File: config.mk
export PLATFORM = sky130hd
export DESIGN_NAME = vpu_opget_unit
export DESIGN_NICKNAME = d
export VERILOG_FILES = /design/src/rtl/vpu_opget_unit.sv
export SDC_FILE = /design/constraint.sdc
export NUM_CORES = 2
export LEC_CHECK = 0
export ABC_AREA = 0
export CORE_AREA = 2 2 636 638
export CTS_CLUSTER_SIZE = 20
export DETAILED_ROUTE_END_ITERATION = 12
export DIE_AREA = 0 0 638 640
export DONT_BUFFER_PORTS = 1
export PLACE_DENSITY = 0.44
export SETUP_SLACK_MARGIN = 0.2
export SLEW_MARGIN = 20
export SYNTH_ARGS = -nofsm -noshare
export SYNTH_HDL_FRONTEND = slang
export SYNTH_SLANG_ARGS = --single-unit
File: constraint.sdc
create_clock -name clk -period 9.8 [get_ports clk]
set_input_delay 1.96 -clock clk [delete_from_list [all_inputs] [get_ports clk]]
set_output_delay 1.96 -clock clk [all_outputs]
set_load 0.01 [all_outputs]
File: src/rtl/vpu_opget_unit.sv
`timescale 1ns/1ps
// VPU operand-fetch stage: issues credit-gated SRAM reads for each enabled port
// and collects the returning beats into per-port show-ahead operand queues.
module vpu_opget_unit #(
  parameter int SRAM_R_PORT_CNT = 3,
  parameter int ADDR_W          = 16,
  parameter int DATA_W          = 256,
  parameter int BEATS           = 2,
  parameter int SRAM_RD_LAT     = 2,
  parameter int QUEUE_DEPTH     = 4
) (
  input  logic                                clk,
  input  logic                                rst,
  input  logic                                start_i,
  input  logic [SRAM_R_PORT_CNT-1:0]          rvalid_i,
  input  logic [SRAM_R_PORT_CNT*ADDR_W-1:0]   src_addr_i,
  output logic                                done_o,
  output logic                                busy_o,
  output logic [SRAM_R_PORT_CNT-1:0]          sram_rden_o,
  output logic [SRAM_R_PORT_CNT*ADDR_W-1:0]   sram_addr_o,
  input  logic [SRAM_R_PORT_CNT*DATA_W-1:0]   sram_rdata_i,
  input  logic [SRAM_R_PORT_CNT-1:0]          q_rden_i,
  output logic [SRAM_R_PORT_CNT*DATA_W-1:0]   q_rdata_o,
  output logic [SRAM_R_PORT_CNT-1:0]          q_empty_o,
  output logic                                err_o
);

  localparam int P  = SRAM_R_PORT_CNT;
  localparam int PW = (QUEUE_DEPTH > 1) ? $clog2(QUEUE_DEPTH) : 1;
  localparam int CW = $clog2(QUEUE_DEPTH + 1);
  localparam int SW = $clog2(QUEUE_DEPTH + SRAM_RD_LAT + 1);
  localparam int BW = (BEATS > 1) ? $clog2(BEATS) : 1;

  typedef enum logic [1:0] {IDLE, ISSUE, DRAIN, DONE} state_e;

  state_e                            state_q;
  logic [BW-1:0]                     beat_q;
  logic [P-1:0]                      mask_q;
  logic [P-1:0][ADDR_W-1:0]          base_q;
  logic [SRAM_RD_LAT-1:0][P-1:0]     vld_q;
  logic [P-1:0][PW-1:0]              wptr_q, rptr_q;
  logic [P-1:0][CW-1:0]              cnt_q;
  logic [DATA_W-1:0]                 mem_q [P][QUEUE_DEPTH];
  logic                              err_q;

  logic [P-1:0][ADDR_W-1:0]          addr;
  logic [P-1:0][DATA_W-1:0]          rdata, qdata;
  logic [P-1:0][SW-1:0]              occ;
  logic [P-1:0]                      rden, push, pop, empty;
  logic                              credit_ok, issue, pending;

  assign rdata = sram_rdata_i;

  // Occupancy counts reads still in the latency pipe so a queue can never overflow.
  always_comb begin
    credit_ok = 1'b1;
    for (int k = 0; k < P; k++) begin
      occ[k] = SW'(cnt_q[k]);
      for (int s = 0; s < SRAM_RD_LAT; s++) occ[k] = occ[k] + SW'(vld_q[s][k]);
      if (mask_q[k] && (occ[k] >= SW'(QUEUE_DEPTH))) credit_ok = 1'b0;
    end
  end

  // Reads in the last pipe stage land at this edge, so only earlier stages keep DRAIN waiting.
  always_comb begin
    pending = 1'b0;
    for (int s = 0; s < SRAM_RD_LAT - 1; s++) pending = pending | (|vld_q[s]);
  end

  assign issue = (state_q == ISSUE) && (mask_q != '0) && credit_ok;
  assign rden  = issue ? mask_q : '0;

  always_comb begin
    for (int k = 0; k < P; k++) begin
      addr[k]  = base_q[k] + ADDR_W'(beat_q);
      push[k]  = vld_q[SRAM_RD_LAT-1][k];
      empty[k] = (cnt_q[k] == '0);
      pop[k]   = q_rden_i[k] && !empty[k];
      qdata[k] = mem_q[k][rptr_q[k]];
    end
  end

  assign sram_rden_o = rden;
  assign sram_addr_o = addr;
  assign q_rdata_o   = qdata;
  assign q_empty_o   = empty;
  assign err_o       = err_q;
  assign done_o      = (state_q == DONE);
  assign busy_o      = (state_q != IDLE);

  always_ff @(posedge clk) begin
    if (rst) begin
      state_q <= IDLE;
      beat_q  <= '0;
      mask_q  <= '0;
    end else begin
      case (state_q)
        IDLE: if (start_i) begin
          state_q <= ISSUE;
          mask_q  <= rvalid_i;
          beat_q  <= '0;
        end
        ISSUE: begin
          if (mask_q == '0) begin
            state_q <= DRAIN;
          end else if (issue) begin
            if (beat_q == BW'(BEATS - 1)) begin
              state_q <= DRAIN;
              beat_q  <= '0;
            end else begin
              beat_q  <= beat_q + BW'(1);
            end
          end
        end
        DRAIN:   if (!pending) state_q <= DONE;
        DONE:    state_q <= IDLE;
        default: state_q <= IDLE;
      endcase
    end
  end

  always_ff @(posedge clk) begin
    if ((state_q == IDLE) && start_i) base_q <= src_addr_i;
  end

  always_ff @(posedge clk) begin
    if (rst) begin
      vld_q  <= '0;
      wptr_q <= '0;
      rptr_q <= '0;
      cnt_q  <= '0;
      err_q  <= 1'b0;
    end else begin
      vld_q[0] <= rden;
      for (int s = 1; s < SRAM_RD_LAT; s++) vld_q[s] <= vld_q[s-1];
      for (int k = 0; k < P; k++) begin
        if (push[k]) wptr_q[k] <= wptr_q[k] + PW'(1);
        if (pop[k])  rptr_q[k] <= rptr_q[k] + PW'(1);
        if (push[k] && !pop[k])      cnt_q[k] <= cnt_q[k] + CW'(1);
        else if (pop[k] && !push[k]) cnt_q[k] <= cnt_q[k] - CW'(1);
        if (q_rden_i[k] && empty[k]) err_q <= 1'b1;
      end
    end
  end

  always_ff @(posedge clk) begin
    for (int k = 0; k < P; k++) begin
      if (push[k]) mem_q[k][wptr_q[k]] <= rdata[k];
    end
  end

endmodule

==> After elaboration in Yosys (flattened, before gate mapping) <==
Memory sizes are Yosys's and may differ from the RTL's.
Index checks and enable logic that the tools add are counted.
{ "classes": {"n_addsub": 22, "order_cmp": 12, "n_eq_ne": 9, "mux": 45, "bitwise_logic": 6, "reduce_logical": 46} }
{ "op_table": {"columns": ["operator", "n"], "rows": [
  ["$mux 1024", 3],
  ["$mux 256", 9],
  ["$bmux 256 s2", 3],
  ["$demux 256 s2", 3],
  ["$add 16x1->16", 3],
  ["$ge 3x3->1 const B", 9],
  ["$logic_and 1x1->1", 21],
  ["$mux 3", 7],
  ["$add 3x1->3", 6],
  ["$not 2->3", 6],
  ["$mux 1", 13],
  ["$add 2x1->2 const B", 6],
  ["$logic_not 3->1", 4],
  ["$mux 2", 5],
  ["$reduce_bool 2->1", 5],
  ["$add 3x1->3 const B", 3],
  ["$logic_not 1->1", 9],
  ["$lt 3x1->1 const B", 3],
  ["$sub 3x1->3 const B", 3],
  ["$ne 2x2->1 const B", 4],
  ["$pmux 2 s4", 1],
  ["$reduce_and 4->1", 2],
  ["$ne 3x2->1 const B", 2],
  ["$reduce_bool 3->1", 2],
  ["other kinds (7)", 8]
]} }
{ "word_totals": {"regBits": 82, "ram_bits": 3072, "inputBits": 825, "out_inout_bits": 825, "elab_cells": 159, "mem_count": 1} }
{ "mem_list": {"columns": ["name", "depth", "width", "read_ports", "rd_ports_with_merged_regs", "wr", "line", "rtl"], "rows": [
  ["mem_q", 3, 1024, 3, 0, 3, "43", "logic [DATA_W-1:0] mem_q [P][QUEUE_DEPTH];"]
]} }

==> Logic depth before layout (Yosys ltp) <==
{ "logic_depth": {"ltp_word": 11, "ltp_mapped": 8, "mapped_depth_nobuf": 8} }

==> Worst setup path before layout <==
OpenSTA, ideal clock, no wires.
{ "synth_path": {"path_kind": "reg2reg", "from": "reg wptr_q[0] in the netlist's numbering", "to": "mem mem_q[0][1000] in the netlist's numbering (enable)", "setup_time_ns": 0.648, "t_arrival_ns": 6.345, "required_time_ns": 9.152, "setup_slack_ns": 2.807, "stages_incl_launch_ff": 4, "path_buffers": 0, "period_less_slack_ns": 6.993, "path_cell_list": "dfxtp_1 -> inv_1 -> ha_1 -> and2_1"} }
{ "synth_rtl": {"columns": ["item", "line", "rtl"], "rows": [
  ["start: declaration", "41", "logic [P-1:0][PW-1:0] wptr_q, rptr_q;"],
  ["start signal: indexed assignment", "137", "if (push[k]) wptr_q[k] <= wptr_q[k] + PW'(1);"],
  ["end: declaration", "43", null]
]} }

==> Worst setup path after layout <==
{ "layout_path": {"from": "reg rptr_q[4] in the netlist's numbering", "to": "out q_rdata_o[767]"} }
{ "layout_via": {"elab_chain_cells": 4} }
{ "layout_rtl": {"columns": ["item", "line", "rtl"], "rows": [
  ["start: declaration", "41", null],
  ["start signal: indexed assignment", "138", "if (pop[k]) rptr_q[k] <= rptr_q[k] + PW'(1);"],
  ["$not 2->3 (implied by the code)", "79", "qdata[k] = mem_q[k][rptr_q[k]];"],
  ["$bmux 256 s2", "79", null],
  ["$mux 256 (implied by the code) (2 in series)", "79", null],
  ["end: declaration", "23", "output logic [SRAM_R_PORT_CNT*DATA_W-1:0] q_rdata_o,"]
]} }
No other way between the ends. The select of a mux whose other input is x is not followed.

==> run_results.csv <==
group,metric,value,unit
cells_and_area,nets,5484,
timing,fin_worst_skew,0.0608,ns
power,p_comb_frac,0.127,
logic_synthesis,synth_top_cell_area_share,0.815,
logic_synthesis,synth_area_per_cell,26.3,sq um
critical_path,cp.required,7.84,ns
routing,wl_met1,114000,um
timing,post-route-period-util,0.594,
logic_synthesis,yosysWarningCount,0,
routing,initialDrtViolationCount,4108,
clock_tree,cts_resized,0,
timing,drv_slew,0,
logic_synthesis,async_reset_ff_frac,0,
timing,setup_tns,0,ns
clock_tree,cts_buffers,354,
floorplanning,io_pins,1650,
place,io_buffers,0,
critical_path,cp_top_family,"buffers and inverters",
critical_path,critPathLaunchType,"flip-flop",
power,power_frac_seq,0.469,
global_route,grtUsageTotal,0.169,
logic_synthesis,syn_area,115000,sq um
critical_path,r2r_cells,3,
global_route,grt_pass1_wl,468000,um
power,total_leakage_power,39.1,nW
routing,drc_errors,0,
clock_tree,cts_root_buf,"clkbuf_16",
logic_synthesis,yosysTopAreaCell,"edfxtp_1",
critical_path,rr_endpoint,"mem_q[0][1240]$_DFFE_PP_",
timing,max_freq,0.172,GHz
cells_and_area,fin_area,133000,sq um
timing,holdWs,0.480,ns
cells_and_area,drive_gt1_frac,0.277,
critical_path,worstPathMaxFanout,92,
logic_synthesis,synth-main-ff-cell,"edfxtp_1",
power,power_switching,8.12,mW
floorplanning,floorplan.initialDensity,0.286,
hold_path,holdCritStartpoint,"vld_q[2]$_SDFF_PP0_",
global_route,antenna_found_initial,62,
routing,drt-vias-per-instance,4.76,
power,ir_drop,0.170,mV
logic_synthesis,ys_ff_latch,3154,
cells_and_area,fill_cells,37338,
clock_tree,htree_num_levels,5,
hold_path,hold_path_class,"flip-flop to flip-flop",
critical_path,crit_chain,"buf_4, buf_12, mux4_2",
routing,drt-pass1-iter-count,7,
routing,antenna_left,0,
clock_tree,cts.reportedPaths.clkPinSlew,0.06,ns
place,hpwl,253000,um
timing,tightest_slew,1.20,ns
routing,vias,48621,
hold_path,hold_end,"push[2]$_SDFF_PP0_",
critical_path,path_buf_inv,2,
clock_tree,clock-sinks,3154,
floorplanning,core_area,401000,sq um
timing,grt_setup_unrepaired,"no",
routing,routed-wl-met2,189000,um
cells_and_area,syn_to_final_growth,15.3,%
outcome,status,"completed",
routing,dr.max_layer_used,"met5",
routing,wl_met3,42900,um
routing,routed_wirelength,358000,um
logic_synthesis,yosysUniqueCellTypes,37,
routing,wl_per_cell,35.0,um
floorplanning,die-area,408000,sq um
clock_tree,cts_max_path_buffers,4,
critical_path,cp_slowest_cell,"mux4_2",
clock_tree,post-cts-setup-buffer-count,0,
global_route,grt_pass1_vias,50277,
timing,slew_headroom,0.201,
critical_path,r2r-start,"push[1]$_SDFF_PP0_",
timing,finalSetupViolCount,0,
place,placed_area,121000,sq um
floorplanning,rows,233,
timing,period_minus_slack,5.82,ns
place,gp_congestion,0.874,
power,p_sw_frac,0.252,
floorplanning,dieHeight,640,um
floorplanning,die_w,638,um
critical_path,crit_type,"flip-flop to output port",
clock_tree,clock_latency,0.93,ns
flow_run,cap_violations,0,
critical_path,crit_arrival,3.86,ns
global_route,grt_max_degree,143,
clock_tree,cts_tree,"built",
power,p_int,24.1,mW
logic_synthesis,ys_top_cells_by_area,"edfxtp_1 82%, mux4_2 15%, buf_6 0.73%",
clock_tree,cts_hold_buf,0,
logic_synthesis,synth_cells,4375,
critical_path,critPathMaxStageDelay,0.81,ns
hold_path,min_path_cells,1,
power,power,32.2,mW
timing,hold_viol_final,0,
power,p_per_area,243,nW/um^2
logic_synthesis,synthesis.nets,5231,
global_route,grt-ovfl-total,0,
critical_path,r2r_setup_slack,6.51,ns
power,clockPowerShare,0.404,
critical_path,worstSetupStartpoint,"rptr_q[4]$_SDFFE_PP0P_",
critical_path,critPathCaptureType,"output port",
logic_synthesis,yosysSeqAreaShare,0.821,
logic_synthesis,synth_edf_count,3120,
==> power groups by stage <==
stage / clock [mW] / sequential [mW] / combinational, mW
floorplan: 0 / 15.3 / 2.99
global placement: 0 / 15.4 / 4.26
detailed placement: 0 / 15.4 / 4.26
CTS: 13.4 / 15.1 / 4.27
global route: 13.9 / 15.1 / 4.32
finish: 13.0 / 15.1 / 4.10
==> area by class of cell <==
class	count	area, sq um	share of cell area
antenna	10	25.0	0.000189
clock buffer	446	9290	0.0701
clock inverter	194	2120	0.0160
inverter	18	67.6	0.000510
multi-input combinational	1025	19200	0.145
sequential	3154	94400	0.712
tap	5287	6620	0.0499
timing repair buffer	75	838	0.00633
==> worst max-delay path by stage <==
stage / endpoint / slack, ns / cells after the start
2_1_floorplan: mem_q[0][1000]$_DFFE_PP_ / 2.81 / 3
3_5_place_dp: q_rdata_o[767] / 4.84 / 3
3_3_place_gp: q_rdata_o[767] / 4.83 / 3
5_1_grt: q_rdata_o[767] / 3.64 / 3
4_1_cts: q_rdata_o[767] / 3.77 / 3
6_report: q_rdata_o[767] / 3.98 / 3
==> per-stage QoR <==
stage / utilization / setup slack [ns] / std cells
4_1_cts: 0.330 / 3.77 / 10199
6_report: 0.330 / 3.98 / 10209
2_1_floorplan: - / 2.81 / 4375
3_5_place_dp: 0.302 / 4.84 / 9559
3_3_place_gp: 0.302 / 4.83 / 9559
5_1_grt: 0.330 / 3.64 / 10204
==> placed cells by master, fill, tap and decap left out, types with 7 or more instances in the layout <==
cell type / Yosys / routed
clkinv_2: 0 / 56
buf_4: 0 / 53
inv_1: 18 / 17
diode_2: 0 / 10
xor2_1: 25 / 25
nand3_1: 22 / 22
mux4_2: 768 / 768
nor2_1: 34 / 34
and2_4: 0 / 12
buf_12: 0 / 22
edfxtp_1: 3120 / 3120
a21oi_1: 13 / 13
bufinv_16: 0 / 33
nand2_1: 26 / 26
nor3_1: 10 / 10
and3_1: 7 / 7
clkinvlp_4: 0 / 16
clkbuf_16: 0 / 358
dfxtp_1: 34 / 28
clkinv_16: 0 / 7
clkbuf_1: 19 / 88
ha_1: 28 / 28
xnor2_1: 32 / 32
clkinv_1: 0 / 61
==> synth_stat cells, types with 13 or more instances <==
cell type / n
a21oi_1: 13
buf_2: 84
buf_6: 75
clkbuf_1: 19
dfxtp_1: 34
edfxtp_1: 3120
ha_1: 28
inv_1: 18
mux4_2: 768
nand2_1: 26
nand3_1: 22
nor2_1: 34
xnor2_1: 32
xor2_1: 25
==> cell families after synthesis <==
logic type | after synthesis | share of synthesized area
multiplexers | 774 | 0.151
buffers and inverters | 196 | 0.0122
flip-flops | 3154 | 0.821
adder cells (fa/ha/maj) | 31 | 0.00357
AO/OA/AOI/OAI | 30 | 0.00184
AND/OR/NAND/NOR | 133 | 0.00575
XOR/XNOR | 57 | 0.00434
==> state kept, by name (all words and copies together) (netlist names) <==
signal / cells
wptr_q: 6
push: 3
cnt_q: 9
state_q: 2
base_q: 48
rptr_q: 6
mem_q: 3072
beat_q: 1
vld_q: 3
err_o: 1
mask_q: 3
==> per-layer routing <==
layer  track usage  up-vias
met5             0        -
li1              -    19452
met1         0.168    26543
met3        0.0848      549
met4        0.0537       28
met2         0.306     2049
No activity file was read; power rests on OpenSTA's default activity.
